[src/rtl/fb_access_arbiter.sv]
// Arbitrates the single framebuffer port between the display reader and a pixel writer.
// Optional FB_ARB_READ_PRIORITY_EN: reads win every tie instead of round-robin.
module fb_access_arbiter #(
  parameter int RD_TIMEOUT = 255
) (
  input  logic       clk,
  input  logic       reset,
  input  logic       rd_req,
  input  logic [7:0] rd_xpos,
  input  logic [7:0] rd_ypos,
  input  logic       rd_mode,
  output logic [7:0] rd_data,
  output logic       rd_valid,
  input  logic       wr_req,
  input  logic [7:0] wr_xpos,
  input  logic [7:0] wr_ypos,
  input  logic       wr_mode,
  input  logic [7:0] wr_din,
  output logic       wr_ack,
  output logic       fb_re,
  output logic       fb_we,
  output logic [7:0] fb_xpos,
  output logic [7:0] fb_ypos,
  output logic       fb_mode,
  output logic [7:0] fb_din,
  input  logic [7:0] fb_dout,
  input  logic       fb_data_valid,
  input  logic       fb_busy,
  output logic       err_timeout
);

  typedef enum logic [2:0] {
    S_IDLE, S_RD_WAIT, S_RD_DONE, S_WR_ISSUE, S_WR_WAIT, S_WR_DONE
  } state_t;

  localparam logic [7:0] LP_TO = 8'(RD_TIMEOUT);

  state_t     r_state,      w_state;
  logic       r_last_grant, w_last_grant;
  logic [7:0] r_to_cnt,     w_to_cnt;
  logic       r_skip,       w_skip;
  logic       r_fb_re,      w_fb_re;
  logic       r_fb_we,      w_fb_we;
  logic [7:0] r_fb_xpos,    w_fb_xpos;
  logic [7:0] r_fb_ypos,    w_fb_ypos;
  logic       r_fb_mode,    w_fb_mode;
  logic [7:0] r_fb_din,     w_fb_din;
  logic [7:0] r_rd_data,    w_rd_data;
  logic       r_rd_valid,   w_rd_valid;
  logic       r_wr_ack,     w_wr_ack;
  logic       r_err_to,     w_err_to;
  logic       w_pick_rd;

`ifdef FB_ARB_READ_PRIORITY_EN
  assign w_pick_rd = rd_req;
`else
  // last_grant==1 means the writer went last, so the reader wins a tie
  assign w_pick_rd = rd_req && (!wr_req || r_last_grant);
`endif

  always_ff @(posedge clk) begin
    if (reset) begin
      r_state      <= S_IDLE;
      r_last_grant <= 1'b1;
      r_to_cnt     <= 8'd0;
      r_skip       <= 1'b0;
      r_fb_re      <= 1'b0;
      r_fb_we      <= 1'b0;
      r_fb_xpos    <= 8'd0;
      r_fb_ypos    <= 8'd0;
      r_fb_mode    <= 1'b0;
      r_fb_din     <= 8'd0;
      r_rd_data    <= 8'd0;
      r_rd_valid   <= 1'b0;
      r_wr_ack     <= 1'b0;
      r_err_to     <= 1'b0;
    end else begin
      r_state      <= w_state;
      r_last_grant <= w_last_grant;
      r_to_cnt     <= w_to_cnt;
      r_skip       <= w_skip;
      r_fb_re      <= w_fb_re;
      r_fb_we      <= w_fb_we;
      r_fb_xpos    <= w_fb_xpos;
      r_fb_ypos    <= w_fb_ypos;
      r_fb_mode    <= w_fb_mode;
      r_fb_din     <= w_fb_din;
      r_rd_data    <= w_rd_data;
      r_rd_valid   <= w_rd_valid;
      r_wr_ack     <= w_wr_ack;
      r_err_to     <= w_err_to;
    end
  end

  always_comb begin
    w_state      = r_state;
    w_last_grant = r_last_grant;
    w_to_cnt     = r_to_cnt;
    w_skip       = r_skip;
    w_fb_re      = r_fb_re;
    w_fb_we      = 1'b0;
    w_fb_xpos    = r_fb_xpos;
    w_fb_ypos    = r_fb_ypos;
    w_fb_mode    = r_fb_mode;
    w_fb_din     = r_fb_din;
    w_rd_data    = r_rd_data;
    w_rd_valid   = r_rd_valid;
    w_wr_ack     = 1'b0;
    w_err_to     = r_err_to;
    case (r_state)
      S_IDLE: begin
        if (!fb_busy && (rd_req || wr_req)) begin
          if (w_pick_rd) begin
            w_fb_xpos    = rd_xpos;
            w_fb_ypos    = rd_ypos;
            w_fb_mode    = rd_mode;
            w_fb_re      = 1'b1;
            w_to_cnt     = 8'd0;
            w_last_grant = 1'b0;
            w_state      = S_RD_WAIT;
          end else begin
            w_fb_xpos    = wr_xpos;
            w_fb_ypos    = wr_ypos;
            w_fb_mode    = wr_mode;
            w_last_grant = 1'b1;
            w_state      = S_WR_ISSUE;
          end
        end
      end
      S_RD_WAIT: begin
        // data beats the timeout when both land in the same cycle
        if (fb_data_valid) begin
          w_rd_data  = fb_dout;
          w_rd_valid = 1'b1;
          w_fb_re    = 1'b0;
          w_state    = S_RD_DONE;
        end else if (r_to_cnt == LP_TO) begin
          w_rd_data  = 8'h00;
          w_rd_valid = 1'b1;
          w_fb_re    = 1'b0;
          w_err_to   = 1'b1;
          w_state    = S_RD_DONE;
        end else begin
          w_to_cnt = r_to_cnt + 8'd1;
        end
      end
      S_RD_DONE: begin
        if (!rd_req) begin
          w_rd_valid = 1'b0;
          w_state    = S_IDLE;
        end
      end
      S_WR_ISSUE: begin
        w_fb_din = wr_din;
        if (!fb_busy) begin
          w_fb_we = 1'b1;
          w_skip  = 1'b1;
          w_state = S_WR_WAIT;
        end
      end
      S_WR_WAIT: begin
        // framebuffer raises busy a cycle after the strobe, so ignore the first cycle
        if (r_skip) begin
          w_skip = 1'b0;
        end else if (!fb_busy) begin
          w_wr_ack = 1'b1;
          w_state  = S_WR_DONE;
        end
      end
      S_WR_DONE: begin
        if (!wr_req) w_state = S_IDLE;
      end
      default: w_state = S_IDLE;
    endcase
  end

  assign fb_re       = r_fb_re;
  assign fb_we       = r_fb_we;
  assign fb_xpos     = r_fb_xpos;
  assign fb_ypos     = r_fb_ypos;
  assign fb_mode     = r_fb_mode;
  assign fb_din      = r_fb_din;
  assign rd_data     = r_rd_data;
  assign rd_valid    = r_rd_valid;
  assign wr_ack      = r_wr_ack;
  assign err_timeout = r_err_to;

endmodule

[config.mk]
export PLATFORM = sky130hd
export DESIGN_NAME = fb_access_arbiter
export DESIGN_NICKNAME = d
export VERILOG_FILES = /design/src/rtl/fb_access_arbiter.sv
export SDC_FILE = /design/constraint.sdc
export NUM_CORES = 1
export LEC_CHECK = 0
export BUFFER_PORTS_ARGS = -buffer_cell sky130_fd_sc_hd__buf_2
export CORE_ASPECT_RATIO = 0.5
export CORE_MARGIN = 2
export CORE_UTILIZATION = 40
export CTS_BUF_LIST = sky130_fd_sc_hd__clkbuf_4 sky130_fd_sc_hd__clkbuf_8
export CTS_CLUSTER_SIZE = 30
export DETAILED_ROUTE_END_ITERATION = 16
export GPL_ROUTABILITY_DRIVEN = 0
export PLACE_DENSITY = 0.76
export SLEW_MARGIN = 10
export SYNTH_ARGS = -nofsm -noshare
export SYNTH_HDL_FRONTEND = slang
export SYNTH_SLANG_ARGS = --single-unit
[constraint.sdc]
create_clock -name clk -period 1.7 [get_ports clk]
set_input_delay 0.34 -clock clk [delete_from_list [all_inputs] [get_ports clk]]
set_output_delay 0.34 -clock clk [all_outputs]
set_load 0.005 [all_outputs]
### Word-level counts from Yosys, hierarchy flattened

Cells that the tools add are included.

* input bits: 56
* output and inout port bits: 38
* flip-flop bits (word level): 51
* logic and storage cells: 88

* $add $sub $neg: 1
* multiplexer cells: 33
* reductions and logical operators: 21
* bitwise operators: 3
* eq/ne operators: 16

Operators by type and width (number)
* 8-bit two-way mux: 8
* 3-bit two-way mux: 8
* 2-bit != test (second input constant): 9
* 3-bit one-hot mux with 6 select lines: 1
* 8-bit one-hot mux with 2 select lines: 1
* 1-bit two-way mux: 11
* 8-bit by 1-bit adder with 8-bit output (second input constant): 1
* 8-bit == test (second input constant): 1
* 2-bit nonzero test: 4
* 7-bit AND reduction: 1
* 3-bit by 2-bit == test with 1-bit output (second input constant): 2
* 3-bit == test (second input constant): 2
* 1-bit one-hot mux with 2 select lines: 3
* 2-bit AND reduction: 3
* 3-bit AND reduction: 2
* 5-bit AND reduction: 1
* 4-bit AND reduction: 1
* 3-bit by 1-bit == test with 1-bit output (second input constant): 1
* 3-bit logical NOT: 1
* 3-bit != test (second input constant): 1
* 1-bit inverter: 3
* 3-bit OR reduction: 1
* 1-bit logical AND: 2
* 1-bit logical NOT: 2
* other kinds (3): 4

### Longest topological paths before layout

* word-level depth: 6
* depth in mapped cells: 6
* gate-level depth less buffers: 5

### Worst setup path before layout

Ideal clock, no wire load.

* path kind: register to register
* from: register r_to_cnt[0]
* to: register r_to_cnt[1]
* slack: -46 ps
* required time: 1628 ps
* path buffers: 0
* cell stages (with the launch flop): 6
* arrival time: 1675 ps
* cells stage by stage: dfxtp_1 > ha_1 > and4_1 > a21o_1 > a2111oi_0 > mux2i_1

* longest elaborated chain between the ends: 4
* elaborated cells on any way between the ends: 7

Ends and longest elaborated chain
* start, declared: line 40 `logic [7:0] r_to_cnt, w_to_cnt;`
* start signal, assigned: line 80 `r_to_cnt <= w_to_cnt;`
* 8-bit by 1-bit adder with 8-bit output: line 144 `w_to_cnt = r_to_cnt + 8'd1;`
* 8-bit two-way mux: line 137 `end else if (r_to_cnt == LP_TO) begin`
* 8-bit two-way mux: line 132 `if (fb_data_valid) begin`
* 8-bit one-hot mux with 2 select lines: line 110 `case (r_state)`

Parallel ways exist; a longest one is shown, timed or not. The select of a mux whose other input is x is not followed.
A chain may end at the register's enable or synchronous reset.

### Worst setup path after layout

* from: register r_state[0]
* to: register r_fb_ypos[6], in the netlist fb_ypos[6]

* longest elaborated chain between the ends: 2

Ends and longest elaborated chain
* start, declared: line 38 `state_t r_state, w_state;`
* start signal, assigned: line 78 `r_state <= w_state;`
* 3-bit logical NOT: line 110
* 2-bit AND reduction (no source line)
* end signal, assigned: line 85 `r_fb_ypos <= w_fb_ypos;`
* end, declared: line 45 `logic [7:0] r_fb_ypos, w_fb_ypos;`

Every way passes these cells.

==> impl_metrics.json <==
{
  "status": "finished, violations left",
  "violations": "setup timing",
  "netlist_area_mm2": 0.00232,
  "dp_hpwl_mm": 4.66,
  "die_y_um": 57.8,
  "cts_tree": "built",
  "crit_type": "register to register",
  "clk_latency_ns": 0.30,
  "track_usage_pct": 18.8,
  "r2r_start": "r_state[0]",
  "skew_ns": 0.00233,
  "initial_core_util_pct": 41.9,
  "synthSimpleGateAreaFrac_pct": 23.4,
  "dr.first_iter.drc_count": 134,
  "path_clk_slew_ns": 0.08,
  "seqPwrFrac_pct": 36.2,
  "num_vias": 2501,
  "drt-pass1-iter-count": 4,
  "p_comb_share_pct": 45.9,
  "endpoint_kind": "register",
  "ir_drop_mv": 0.710,
  "syn_inst": 273,
  "synthAdderAreaFrac_pct": 0.540,
  "cellLeakagePower_nw": 1.55,
  "holdWs_ns": 0.268,
  "grt_pass1_vias": 2297,
  "yosysWarnings": 0,
  "yosysSeqAreaShare_pct": 44.0,
  "core_area_mm2": 0.00554,
  "cts-buffers-inserted": 5,
  "final-max-slew-violation-count": 0,
  "r2r_slack_ns": -0.05,
  "diodes": 0,
  "num-fill-cells": 465,
  "synth_xor_xnor_area_share_pct": 0,
  "grt_max_degree": 37,
  "period_needed_ns": 1.75,
  "drc": 0,
  "postSynth.asyncResetShare_pct": 0,
  "finalWirelength_mm": 6.77,
  "start_kind": "register",
  "p_clk_share_pct": 17.9,
  "holdBufCountCts": 0,
  "syn_avg_cell_area_um2": 8.49,
  "antenna_left": 0,
  "die_w_um": 112,
  "power_mw": 4.24,
  "fin_ws_ns": -0.0467,
  "finalHoldViolations": 0,
  "antenna_found_initial": 0,
  "r2r_end": "fb_ypos[6]",
  "clk_path_buf_depth": 2,
  "synth.area.mux_share_pct": 5.67,
  "worstHoldPathType": "input port to register",
  "synth_fp_nets": 330,
  "ys.flop_type": "dfxtp_1",
  "power_density_mw_per_mm2": 1270,
  "required_ns": 1.90,
  "p_sw_share_pct": 34.1,
  "cts-root-buf": "clkbuf_8",
  "crit_start": "r_state[0]",
  "worstRegToRegCells": 7,
  "fp-row-count": 19,
  "synth_top_family_by_area": "simple AND/OR/NAND/NOR gates",
  "tightest_slew_ns": 0.566,
  "ys_ff_latch": 51,
  "cap_viol_max_count": 0,
  "max_freq_mhz": 573,
  "p_switching_mw": 1.45,
  "fin_nets": 442,
  "setup_viol": 2,
  "grt_pass1_wl_mm": 9.98,
  "fin_crit_sh_pct": 103,
  "slew-limit-headroom_pct": 61.8,
  "dieArea_mm2": 0.00646,
  "port_buffers": 93,
  "final_util_pct": 60.2,
  "vias_per_cell": 5.45,
  "arrival_ns": 1.95,
  "cts_htree_levels": 2,
  "syn2layout_area_growth_pct": 43.8,
  "crit_end": "fb_ypos[6]",
  "clock_sinks": 51,
  "pre_cts_slack_ns": 0.0120,
  "rsz0062_at_grt": "true",
  "synth-edff-count": 0,
  "overflow": 0,
  "wire_per_inst_um": 14.7,
  "drive_gt1_share_pct": 43.3,
  "synth_compound_area_share_pct": 21.3,
  "io_pins": 94,
  "synth_cell_types": 43,
  "p_int_mw": 2.80,
  "hold_depth": 3,
  "cp_max_fo": 6
}
## worst max-delay path, cell delays in order, from the launching register on
cell and delay (ns):
dfxtp_2 0.34, buf_8 0.12, or2_4 0.27, nor4_4 0.29, buf_6 0.19, clkbuf_16 0.17, nor2_4 0.03, a311oi_2 0.23
## cells by family (layout without fill, tap and decap cells)
logic type                 Yosys count  count (layout)
AOI/OAI and AO/OA                   70              70
adders and majority gates            1               1
buffers and inverters               27             140
DFF                                 51              51
muxes                               13              13
and+or+nand+nor                    111             111
## flip-flops by register name, summed over array words and instances, names as in the netlist
signal / flops
err_timeout: 1
fb_din: 8
fb_mode: 1
fb_re: 1
fb_we: 1
fb_xpos: 8
fb_ypos: 8
r_last_grant: 1
r_skip: 1
r_state: 3
r_to_cnt: 8
rd_data: 8
rd_valid: 1
wr_ack: 1
## layer usage
layer | wire length [um] | up-vias | global-route usage [%]
met5 | 0 | - | 0
met4 | 98 | 0 | 7.05
met3 | 311 | 12 | 3.87
met2 | 3470 | 71 | 35.2
met1 | 2890 | 1206 | 21.8
li1 | - | 1212 | -
## stage by stage
stage	setup TNS [ns]	cells	area, um^2
2_1_floorplan	0	273	2320
3_3_place_gp	0	440	2960
4_1_cts	0	448	3080
6_report	-0.0599	459	3330
3_5_place_dp	0	440	2960
5_1_grt	-0.964	459	3330
## power by group through the flow
stage	sequential [mW]	clock [mW]	combinational, mW
after floorplan	1.54	0	0.879
after global placement	1.52	0	1.38
after detailed placement	1.53	0	1.45
after CTS	1.50	0.777	1.48
after global routing	1.56	0.821	2.10
final	1.54	0.758	1.95
## cell type report
type                    count  area [um^2]  area share [%]
flip-flops and latches     51         1020            30.7
multi-input cells         195         1300            38.9
clock buffers               8          104            3.11
repair buffers            126          795            23.8
inverters                   6         22.5           0.675
well taps                  73         91.3            2.74
## worst min-delay path by stage
| stage | start | to | slack, ns |
|---|---|---|---|
| after floorplan | r_last_grant | r_last_grant | 0.43 |
| after global placement | r_to_cnt[7] | r_to_cnt[7] | 0.45 |
| after detailed placement | r_last_grant | r_last_grant | 0.45 |
| after CTS | reset | err_timeout | 0.26 |
| after global routing | fb_dout[0] | rd_data[0] | 0.27 |
| final | wr_din[3] | fb_din[3] | 0.27 |
## synthesized netlist by cell type, types with 2 or more instances
library cell | number | area share, %
nand2_1 | 34 | 5.5
and3_1 | 2 | 0.54
and4_1 | 2 | 0.76
inv_1 | 6 | 0.97
clkbuf_1 | 11 | 1.8
a41oi_1 | 2 | 0.76
a211o_1 | 2 | 0.76
a21oi_1 | 13 | 2.8
a31o_2 | 2 | 0.76
nor3_1 | 2 | 0.43
a31oi_1 | 9 | 2.4
nand3_1 | 20 | 4.3
mux2i_1 | 12 | 5.2
dfxtp_1 | 51 | 44
o211ai_1 | 3 | 0.97
nand2b_1 | 2 | 0.54
o31ai_1 | 2 | 0.65
and2_1 | 2 | 0.54
a311oi_1 | 17 | 6.4
or3_1 | 2 | 0.54
nor2_1 | 34 | 5.5
buf_2 | 8 | 1.7
o21a_1 | 2 | 0.65
a21o_1 | 5 | 1.6
o21ai_0 | 10 | 2.2
## placed cells by master, fill, tap and decap left out, drive strengths merged, types with 3 or more instances in the layout
cell type | synthesis | layout
a21oi | 13 | 13
clkbuf | 11 | 12
nand2 | 34 | 34
dfxtp | 51 | 51
a31oi | 9 | 9
o21ai | 10 | 10
inv | 6 | 6
buf | 10 | 122
o211ai | 4 | 4
a21o | 5 | 5
mux2i | 12 | 12
nor2 | 35 | 35
nand3 | 20 | 20
nand2b | 3 | 3
a311oi | 17 | 17
## timing repair
item | in CTS | in global routing
cloned | 0 | 4
pin swaps | 0 | 19
setup buffers | 0 | 7
endpoints found under the setup margin | 1 | 28
gates resized for setup | 1 | 31
Power figures use the tool's default switching activity.
